===== config.mk =====
export PLATFORM = sky130hd
export DESIGN_NAME = instruction_encoder
export DESIGN_NICKNAME = d
export VERILOG_FILES = /design/src/rtl/instruction_encoder.sv
export SDC_FILE = /design/constraint.sdc
export NUM_CORES = 1
export LEC_CHECK = 0
export CELL_PAD_IN_SITES_DETAIL_PLACEMENT = 1
export CELL_PAD_IN_SITES_GLOBAL_PLACEMENT = 1
export CORE_ASPECT_RATIO = 0.6
export CORE_MARGIN = 5
export CORE_UTILIZATION = 50
export DETAILED_ROUTE_END_ITERATION = 6
export PLACE_DENSITY = 0.82
export SYNTH_ARGS = -nofsm -noshare
export SYNTH_HDL_FRONTEND = slang
export SYNTH_SLANG_ARGS = --single-unit

===== constraint.sdc =====
create_clock -name clk -period 4.71 [get_ports clk]
set_clock_uncertainty 0.05 [all_clocks]
set_input_delay 0.942 -clock clk [delete_from_list [all_inputs] [get_ports clk]]
set_output_delay 0.942 -clock clk [all_outputs]
set_load 0.05 [all_outputs]

===== src/rtl/instruction_encoder.sv =====
// instruction_encoder
// Accepts drawing commands over a valid/ready handshake, clamps the
// coordinates to the screen window, packs them into a 36-bit instruction
// word and queues the words in a DEPTH-entry FIFO for the decoder/ALU path.
// DEPTH must be a power of two, at least 2 (pointers wrap by overflow).
module instruction_encoder #(
    parameter int unsigned DEPTH = 4,
    parameter logic [8:0]  X_MAX = 9'd319,
    parameter logic [7:0]  Y_MAX = 8'd239
) (
    input  logic                     clk,
    input  logic                     rst_n,
    input  logic                     cmd_valid,
    output logic                     cmd_ready,
    input  logic [1:0]               cmd_op,
    input  logic [8:0]               cmd_x1,
    input  logic [7:0]               cmd_y1,
    input  logic [8:0]               cmd_x2,
    input  logic [7:0]               cmd_y2,
    output logic                     instr_valid,
    input  logic                     instr_ready,
    output logic [35:0]              instruction,
    output logic [$clog2(DEPTH):0]   fill,
    output logic                     clamp_flag
);

    localparam int unsigned AW = $clog2(DEPTH);
    localparam int unsigned FW = AW + 1;
    localparam logic [FW-1:0] FULL_COUNT = FW'(DEPTH);

    typedef enum logic [1:0] {
        OP_LD   = 2'b00,
        OP_RD   = 2'b01,
        OP_CD   = 2'b10,
        OP_DISP = 2'b11
    } op_e;

    logic [35:0]   r_mem [DEPTH];
    logic [AW-1:0] r_wr_ptr;
    logic [AW-1:0] r_rd_ptr;
    logic [FW-1:0] r_fill;
    logic          r_clamp;

    op_e           w_op;
    logic [8:0]    w_x1;
    logic [7:0]    w_y1;
    logic [8:0]    w_x2;
    logic [7:0]    w_y2;
    logic          w_over;
    logic          w_clamp;
    logic [35:0]   w_word;
    logic          w_push;
    logic          w_pop;
    logic          w_not_empty;

    // Clamp coordinates to the window and build the packed instruction word
    always_comb begin
        w_op    = op_e'(cmd_op);
        w_x1    = (cmd_x1 > X_MAX) ? X_MAX : cmd_x1;
        w_y1    = (cmd_y1 > Y_MAX) ? Y_MAX : cmd_y1;
        w_x2    = (cmd_x2 > X_MAX) ? X_MAX : cmd_x2;
        w_y2    = (cmd_y2 > Y_MAX) ? Y_MAX : cmd_y2;
        w_over  = (cmd_x1 > X_MAX) || (cmd_y1 > Y_MAX) ||
                  (cmd_x2 > X_MAX) || (cmd_y2 > Y_MAX);
        w_word  = {cmd_op, w_x1, w_y1, w_x2, w_y2};
        w_clamp = w_over;
        // DISP carries no coordinates, so nothing can be clamped
        if (w_op == OP_DISP) begin
            w_word  = {2'b11, 34'h0};
            w_clamp = 1'b0;
        end
    end

    // Handshake qualifiers; cmd_ready depends on occupancy only, so a full
    // FIFO refuses a push even in a cycle where it pops
    always_comb begin
        w_not_empty = (r_fill != '0);
        cmd_ready   = (r_fill != FULL_COUNT);
        instr_valid = w_not_empty;
        w_push      = cmd_valid && cmd_ready;
        w_pop       = w_not_empty && instr_ready;
        instruction = w_not_empty ? r_mem[r_rd_ptr] : '0;
        fill        = r_fill;
        clamp_flag  = r_clamp;
    end

    // FIFO storage write; contents are masked by occupancy so need no reset
    always_ff @(posedge clk) begin
        if (w_push) begin
            r_mem[r_wr_ptr] <= w_word;
        end
    end

    // Pointers, occupancy and clamp pulse; reset discards queued entries
    always_ff @(posedge clk or negedge rst_n) begin
        if (!rst_n) begin
            r_wr_ptr <= '0;
            r_rd_ptr <= '0;
            r_fill   <= '0;
            r_clamp  <= 1'b0;
        end else begin
            if (w_push) begin
                r_wr_ptr <= r_wr_ptr + AW'(1);
            end
            if (w_pop) begin
                r_rd_ptr <= r_rd_ptr + AW'(1);
            end
            case ({w_push, w_pop})
                2'b10:   r_fill <= r_fill + FW'(1);
                2'b01:   r_fill <= r_fill - FW'(1);
                default: r_fill <= r_fill;
            endcase
            r_clamp <= w_push && w_clamp;
        end
    end

endmodule


# Yosys cells after proc, flatten, opt, wreduce, memory -nomap -nowiden
# Memories as Yosys holds them, arrays and structs flattened.
# Cells that the tools add are included.
dict set report totals {
  elab_cells 35
  mem_bits_rw 144
  rom_bits 0
  reg_bits 8
  memories 1
  in_bits 40
  out_inout_bits 42
  latchBits 0
}
dict set report classes {
  magnitude_cmp 4
  mul 0
  shifts 0
  div_mod_pow 0
  muxes 10
  n_addsub 4
  reduce_logical 8
  n_eq_ne 4
  bitwise 0
}
# memory words width rd rd_ports_with_merged_regs write_ports line_no
set mem_list {}
lappend mem_list {r_mem 4 36 1 0 1 38} ;# logic [35:0] r_mem [DEPTH];
# operator count
set op_table {}
lappend op_table {{36-bit 2-to-1 mux} 2}
lappend op_table {{9-bit greater-than comparator, second input constant} 2}
lappend op_table {{9-bit 2-to-1 mux} 2}
lappend op_table {{8-bit greater-than comparator, second input constant} 2}
lappend op_table {{8-bit 2-to-1 mux} 2}
lappend op_table {{3-bit case mux with 2 select lines} 1}
lappend op_table {{2-bit by 1-bit adder with 2-bit output, second input constant} 2}
lappend op_table {{2-bit equality test, second input constant} 2}
lappend op_table {{3-bit by 1-bit adder with 3-bit output, second input constant} 1}
lappend op_table {{1-bit logical AND} 3}
lappend op_table {{1-bit logical OR} 3}
lappend op_table {{1-bit 2-to-1 mux} 3}
lappend op_table {{3-bit inequality test, second input constant} 1}
lappend op_table {{3-bit nonzero test} 1}
lappend op_table {{3-bit by 1-bit subtractor with 3-bit output, second input constant} 1}
lappend op_table {{2-bit by 1-bit equality test with 1-bit output, second input constant} 1}
lappend op_table {{2-bit nonzero test} 1}

# Logic depth before layout (Yosys ltp)
# Gate-level depths: netlist (run 1).
dict set report depth {
  ltp_word 6
  ltp_mapped 9
}

# Worst setup path before layout (run 1)
# OpenSTA, ideal clock, no wires.
dict set report synth_path {
  path_kind {reg2out}
  from {reg r_fill[0] (netlist: fill[0])}
  to {out instruction[26]}
  stages_incl_launch_ff 4
  path_slack_ns 1.745
  arrival_ns 1.973
  path_buffers 1
  path_cell_list {dfrtp_1 > or3_1 > clkbuf_1 > and2_1}
}
dict set report synth_via {
  elab_chain_len 2
}
# item line_no
set synth_lines {}
lappend synth_lines {{start: declaration} 41} ;# logic [FW-1:0] r_fill;
lappend synth_lines {{start signal: assignment} 109} ;# 2'b10: r_fill <= r_fill + FW'(1);
lappend synth_lines {{start signal: assignment} 110} ;# 2'b01: r_fill <= r_fill - FW'(1);
lappend synth_lines {{start signal: assignment} 111} ;# default: r_fill <= r_fill;
lappend synth_lines {{3-bit nonzero test} 77} ;# w_not_empty = (r_fill != '0);
lappend synth_lines {{named net instr_valid} 20} ;# output logic instr_valid,
lappend synth_lines {{36-bit 2-to-1 mux} 82} ;# instruction = w_not_empty ? r_mem[r_rd_ptr] : '0;
lappend synth_lines {{end: declaration} 22} ;# output logic [35:0] instruction,
# The timed path passes the listed nets, and every way through them passes these cells.

# Worst setup path in the final report (run 1)
dict set report layout_path {
  from {reg r_fill[0] (netlist: fill[0])}
  to {out instruction[19]}
}
dict set report layout_via {
  elab_chain_len 2
}
# item line_no
set layout_lines {}
lappend layout_lines {{3-bit nonzero test} 77}
lappend layout_lines {{36-bit 2-to-1 mux} 82}
# Every way passes these cells.

==> summary.txt, run 1 <==
status -> completed
Final setup viols -> 0
Initial Util -> 51.3%
CTS tree -> done
die area -> 14800 um2
Die X-Extent -> 154 um
Starting DRT DRC Count -> 216
RSZ-0062 raised after global routing -> false
core area -> 12100 um2
CTS resizes -> 0
Synth top cells by count -> edfxtp_1 (144), and2_1 (46), nor2_1 (43)
Slew HR -> 31.9%
maxcap violations -> 0
die height -> 96.3 um
max incr delay on CP -> 830 ps
Routed WL per cell -> 24.4 um
crit path cell chain -> or3_1 > buf_4 > and2_1 > clkdlybuf4s50_1
Max Clk Rate -> 263 MHz
n_diodes -> 0
Syn Nets -> 383
clk slew on worst S/H paths -> 60 ps
vias in the first global route -> 3707
Net count, final -> 468
worst path buffer plus inverter count -> 2
first-pass GRT wire length -> 22.9 mm
Layout area overhead -> 26.5%
Crit Path Class -> register to output port
Final Total Pwr -> 6.17 mW
GRT Residual Overflow -> 0
crit share post-route -> 80.7%
Synth Register Bits -> 152
proportion of netlist area held by the largest area contributor -> 69.6%
Final Hold Fails -> 0
clk buf depth -> 2
Total GRT Usage -> 21.4%
DP HPWL -> 8.81 mm
CTS root buf -> clkbuf_16
CTS buffer count -> 17
final number of max-transition violations -> 0
post-CTS setup buffers -> 0
Mapped Area -> 6210 um2
I/O Buffers -> 81
Synth Flop Type -> edfxtp_1
worst vdd ir -> 0.443 mV
ranking of synthesized cells by area -> edfxtp_1 (70%), mux4_2 (13%), and2_1 (4.6%)
YS warnings -> 0
top-count cell post-synth -> edfxtp_1
initial antenna violation count -> 0
I/O Pins -> 82
antenna viol nets, final -> 0
asr flop ratio synth -> 5.26%
final worst slack -> 907 ps
DR vias -> 3314
CTS Sinks -> 152
Worst path slowest cell -> clkdlybuf4s50_1
register area share after synthesis -> 72.9%
Mapped Cells -> 337
number of synthesized flops with an enable pin -> 144
CP Data Required Time -> 3720 ps
Static Leak -> 2.68 nW
row count -> 31
largest net degree at the start of global routing -> 38
H-tree level count -> 4
worst path arrival time -> 2810 ps
Power Density -> 785 nW/um2
Setup WS pre-CTS -> 1280 ps
fin crit period -> 3800 ps
gpl congestion -> 0.698
DR pass1 iterations -> 5
hold-fix buffer count after cts -> 0
syn_area_per_cell -> 18.4 um2
clk_lat worst skew -> 410 ps
design area -> 7860 um2
# DRC -> 0
setup slack, reg-to-reg -> 1870 ps
area of placed instances -> 7160 um2
worst-margin pin slew -> 1020 ps
classification of the worst-slack hold path -> register to register
Total Neg Setup Slack -> 0 ps
CP top delay family -> buffers and inverters
final WL -> 14.6 mm
layout cells sized above 1 -> 18.6%
Critical Path Sink Type -> output port
Synth cell types -> 26
nature of the critical path startpoint -> register
crit path max fanout -> 21
DR vias/cell -> 5.52
biggest area consumer among synthesized cells -> edfxtp_1
-- sequential cells by signal (all words and copies together) (netlist names) --
name        flops
r_mem         144
fill            3
r_rd_ptr        2
r_wr_ptr        2
clamp_flag      1
-- through the flow --
stage          std cells  hold slack [ps]  util, %
2_1_floorplan        337              485        -
3_3_place_gp         568              450     59.2
3_5_place_dp         568              461     59.2
4_1_cts              600              481     64.9
5_1_grt              600              505     64.9
6_report             600              478     64.9
-- kinds of logic (layout without fill, tap and decap cells) --
group	count (synthesis)	after routing	share of synthesized area (%)
AOI/OAI and AO/OA	2	2	0.242
xor gates and xnor gates	6	6	0.847
adders and majority gates	6	6	1.33
buffers and inverters	25	123	1.97
DFF	152	152	72.9
muxes	38	38	13.5
and+or+nand+nor	108	108	9.27
-- cell type report --
class                   instances  area (um2)
well taps                     165         206
inverters                       6        22.5
clock inverters                13         239
flip-flops and latches        152        4530
repair buffers                 85         841
clock buffers                  19         453
multi-input cells             160        1570
fillers                      1054        4250
-- metal layers --
layer	routed length, um	up-vias	GRT usage [%]
li1	-	1460	-
met1	6400	1737	28.1
met2	7270	115	36.4
met3	921	2	5.93
met4	31	0	4.41
met5	0	-	0
-- cell usage in the layout (no fill, tap or decap), types with 4 or more instances in the layout --
| cell | Yosys | final |
|---|---|---|
| nor2_1 | 43 | 43 |
| clkdlybuf4s50_1 | 0 | 81 |
| edfxtp_1 | 144 | 144 |
| and2_1 | 46 | 46 |
| inv_1 | 6 | 6 |
| mux4_2 | 36 | 36 |
| bufinv_16 | 0 | 6 |
| and3_2 | 0 | 4 |
| buf_4 | 0 | 4 |
| nor3b_1 | 4 | 4 |
| ha_1 | 5 | 5 |
| dfrtp_1 | 8 | 6 |
| clkbuf_16 | 0 | 17 |
-- worst reg2reg max path, cell delays in order, from the launching register on --
cell and delay [ps]:
dfrtp_1 440, or3_1 550, buf_4 350, and2_1 230, ha_1 230, inv_1 70
fa_1 390, xor2_1 200, nor2_1 80, xor2_1 140
-- worst paths after layout --
check	start	to	cells after the start
max in group asynchronous	rst_n	r_rd_ptr[1]	1
min in group asynchronous	rst_n	clamp_flag	1
hold reg to reg	fill[2]	fill[2]	1
setup reg to reg	fill[0]	fill[2]	9
setup / recovery	fill[0]	instruction[19]	4
hold / removal	fill[2]	fill[2]	1
-- report_power, final --
part / total, mW / leakage [nW] / internal (mW) / switching (mW)
clock network: 1.58 / 0.331 / 1.03 / 0.546
registers: 1.98 / 1.42 / 1.81 / 0.165
logic: 2.62 / 0.927 / 0.997 / 1.62
total: 6.17 / 2.68 / 3.84 / 2.33
(Power assumes the default switching activity.)
==> run 2, diff against run 1 <==
--- a/config.mk
+++ b/config.mk
@@ -9,9 +9,9 @@
 export CELL_PAD_IN_SITES_GLOBAL_PLACEMENT = 1
 export CORE_ASPECT_RATIO = 0.6
 export CORE_MARGIN = 5
-export CORE_UTILIZATION = 50
+export CORE_UTILIZATION = 42
 export DETAILED_ROUTE_END_ITERATION = 6
-export PLACE_DENSITY = 0.82
+export PLACE_DENSITY = 0.73
 export SYNTH_ARGS = -nofsm -noshare
 export SYNTH_HDL_FRONTEND = slang
 export SYNTH_SLANG_ARGS = --single-unit
==> constraint.sdc (replaced) <==
create_clock -name clk -period 3.35 [get_ports clk]
set_clock_uncertainty 0.05 [all_clocks]
set_input_delay 0.67 -clock clk [delete_from_list [all_inputs] [get_ports clk]]
set_output_delay 0.67 -clock clk [all_outputs]
set_load 0.05 [all_outputs]
==> summary.txt, run 2 (synthesis gave the netlist of run 1 again) <==
Worst path slowest cell -> dfrtp_2 (was clkdlybuf4s50_1)
Switching Fraction -> 38.5% (was 37.8%)
first-pass GRT wire length -> 21.8 mm (was 22.9 mm)
Die X-Extent -> 167 um (was 154 um)
setup slack, reg-to-reg -> 960 ps (was 1870 ps)
CTS buffer count -> 17 (unchanged)
Total Neg Setup Slack -> 0 ps (unchanged)
antenna viol nets, final -> 0 (unchanged)
final core utilization -> 54.0% (was 64.9%)
clk buf depth -> 2 (unchanged)
crit share post-route -> 86.9%
Critical Path Sink Type -> output port (unchanged)
GRT Residual Overflow -> 0 (unchanged)
Largest register FFs -> 144 (unchanged)
I/O Buffers -> 81 (unchanged)
maxcap violations -> 0 (unchanged)
design area -> 7830 um2 (was 7860 um2)
leading cell types in the layout, fill and taps excluded -> edfxtp_1 (144), and2_1 (46), clkdlybuf4s50_1 (44), buf_4 (44), nor2_1 (43) (was edfxtp_1 (144), clkdlybuf4s50_1 (81), and2_1 (46), nor2_1 (43), mux4_2 (36))
worst vdd ir -> 0.689 mV (was 0.443 mV)
initial antenna violation count -> 0 (unchanged)
status -> completed (unchanged)
layout cells sized above 1 -> 27.2% (was 18.6%)
Layout fillers -> 1347 (was 1054)
vias in the first global route -> 3652 (was 3707)
Routed WL per cell -> 22.2 um (was 24.4 um)
max incr delay on CP -> 630 ps (was 830 ps)
Layout area overhead -> 26.1% (was 26.5%)
final WL -> 14.2 mm (was 14.6 mm)
NetSw -> 3.26 mW (was 2.33 mW)
CTS Sinks -> 152 (unchanged)
largest net degree at the start of global routing -> 40 (was 38)
classification of the worst-slack hold path -> register to register (unchanged)
gpl congestion -> 0.701 (was 0.698)
H-tree level count -> 4 (unchanged)
Total GRT Usage -> 16.6% (was 21.4%)
Seq. cell area -> 4530 um2 (unchanged)
nature of the critical path startpoint -> register (unchanged)
Crit Path Class -> register to output port (unchanged)
die area -> 17400 um2 (was 14800 um2)
combinational power share -> 43.3% (was 42.4%)
Slew HR -> 55.8% (was 31.9%)
crit path cell chain -> buf_12 > mux4_2 > and2_1 > buf_4 (was or3_1 > buf_4 > and2_1 > clkdlybuf4s50_1)
Static Leak -> 2.73 nW (was 2.68 nW)
share of power burned in registers -> 32.4% (was 32.1%)
row count -> 34 (was 31)
power share of the clock group -> 24.4% (was 25.5%)
Biggest register -> r_mem (unchanged)
worst-margin pin slew -> 662 ps (was 1020 ps)
Net count, final -> 474 (was 468)
CTS resizes -> 0 (unchanged)
RSZ-0062 raised after global routing -> false (unchanged)
Final setup viols -> 0 (unchanged)
Initial Util -> 42.8% (was 51.3%)
CTS tree -> done (unchanged)
most common cell after layout, fill and taps aside -> edfxtp_1 (unchanged)
worst path arrival time -> 2190 ps (was 2810 ps)
DR vias/cell -> 5.10 (was 5.52)
CP Data Required Time -> 2630 ps (was 3720 ps)
# DRC -> 0 (unchanged)
hold-fix buffer count after cts -> 0 (unchanged)
core area -> 14500 um2 (was 12100 um2)
DR pass1 iterations -> 4 (was 5)
CTS root buf -> clkbuf_16 (unchanged)
Fin Hold WS -> 485 ps (was 478 ps)
Power Density -> 1080 nW/um2 (was 785 nW/um2)
fin crit period -> 2910 ps
area of placed instances -> 7190 um2 (was 7160 um2)
multi-input logic area -> 1570 um2 (unchanged)
clk_lat worst skew -> 410 ps (about the same)
Max Clk Rate -> 344 MHz
post-CTS setup buffers -> 0 (unchanged)
n_diodes -> 0 (unchanged)
die height -> 104 um (was 96.3 um)
crit path max fanout -> 15 (was 21)
DP HPWL -> 8.89 mm (was 8.81 mm)
Pint -> 5.21 mW (was 3.84 mW)
I/O Pins -> 82 (unchanged)
final number of max-transition violations -> 0 (unchanged)
clk slew on worst S/H paths -> 60 ps (about the same)
DR vias -> 3260 (was 3314)
Final Hold Fails -> 0 (unchanged)
Starting DRT DRC Count -> 141 (was 216)
run 2: cell types whose count changed in the layout (fill, tap and decap cells not counted), moves of 2 or more:
cell	before	now
clkdlybuf4s50_1	81	44
buf_4	4	44
clkbuf_1	0	3
clkbuf_8	2	0
buf_12	0	3
inv_6	3	0
run 2: area by class of cell:
| class | instances | area share (%) |
|---|---|---|
| clock buffer | 20 | 5.58 |
| timing repair buffer | 91 | 10.6 |
| clock inverter | 12 | 2.56 |
| multi-input combinational | 160 | 20.0 |
| sequential | 152 | 57.8 |
| tap | 198 | 3.16 |
| inverter | 6 | 0.288 |
run 2: path summary, 6_finish.rpt:
| kind | from | endpoint | cells after the start |
|---|---|---|---|
| setup / recovery | r_rd_ptr[0] | instruction[15] | 4 |
| hold / removal | fill[2] | fill[2] | 1 |
| setup reg to reg | fill[0] | fill[2] | 9 |
| hold reg to reg | fill[2] | fill[2] | 1 |
| max in group asynchronous | rst_n | r_rd_ptr[0] | 1 |
| min in group asynchronous | rst_n | fill[1] | 1 |
run 2: metrics by stage:
step	cells	power [mW]	setup slack [ps]
CTS	639	8.56	394
global placement	607	6.40	806
finish	639	8.47	439
global route	639	8.82	331
detailed placement	607	6.49	673
floorplan	337	5.31	657
run 2: critical path, delay by kind of cell, from the launching register on:
kind                   cells  cell delay, ps
buffers and inverters      2             420
DFF                        1             630
muxes                      1             540
and+or+nand+nor            1             180
run 2: routing by layer:
layer / up-vias / part of all wire (%) / track usage (%)
met5: - / 0 / 0
met4: 0 / 0.40 / 4.03
met3: 4 / 5.9 / 4.48
met2: 98 / 49 / 27.4
met1: 1690 / 45 / 22.2
li1: 1468 / - / -
run 2: power by group through the flow:
stage | logic (mW) | registers, mW | clock network (mW)
2_1_floorplan | 2.58 | 2.73 | 0
3_3_place_gp | 3.65 | 2.75 | 0
3_5_place_dp | 3.71 | 2.78 | 0
4_1_cts | 3.73 | 2.75 | 2.09
5_1_grt | 3.84 | 2.78 | 2.19
6_report | 3.66 | 2.74 | 2.06
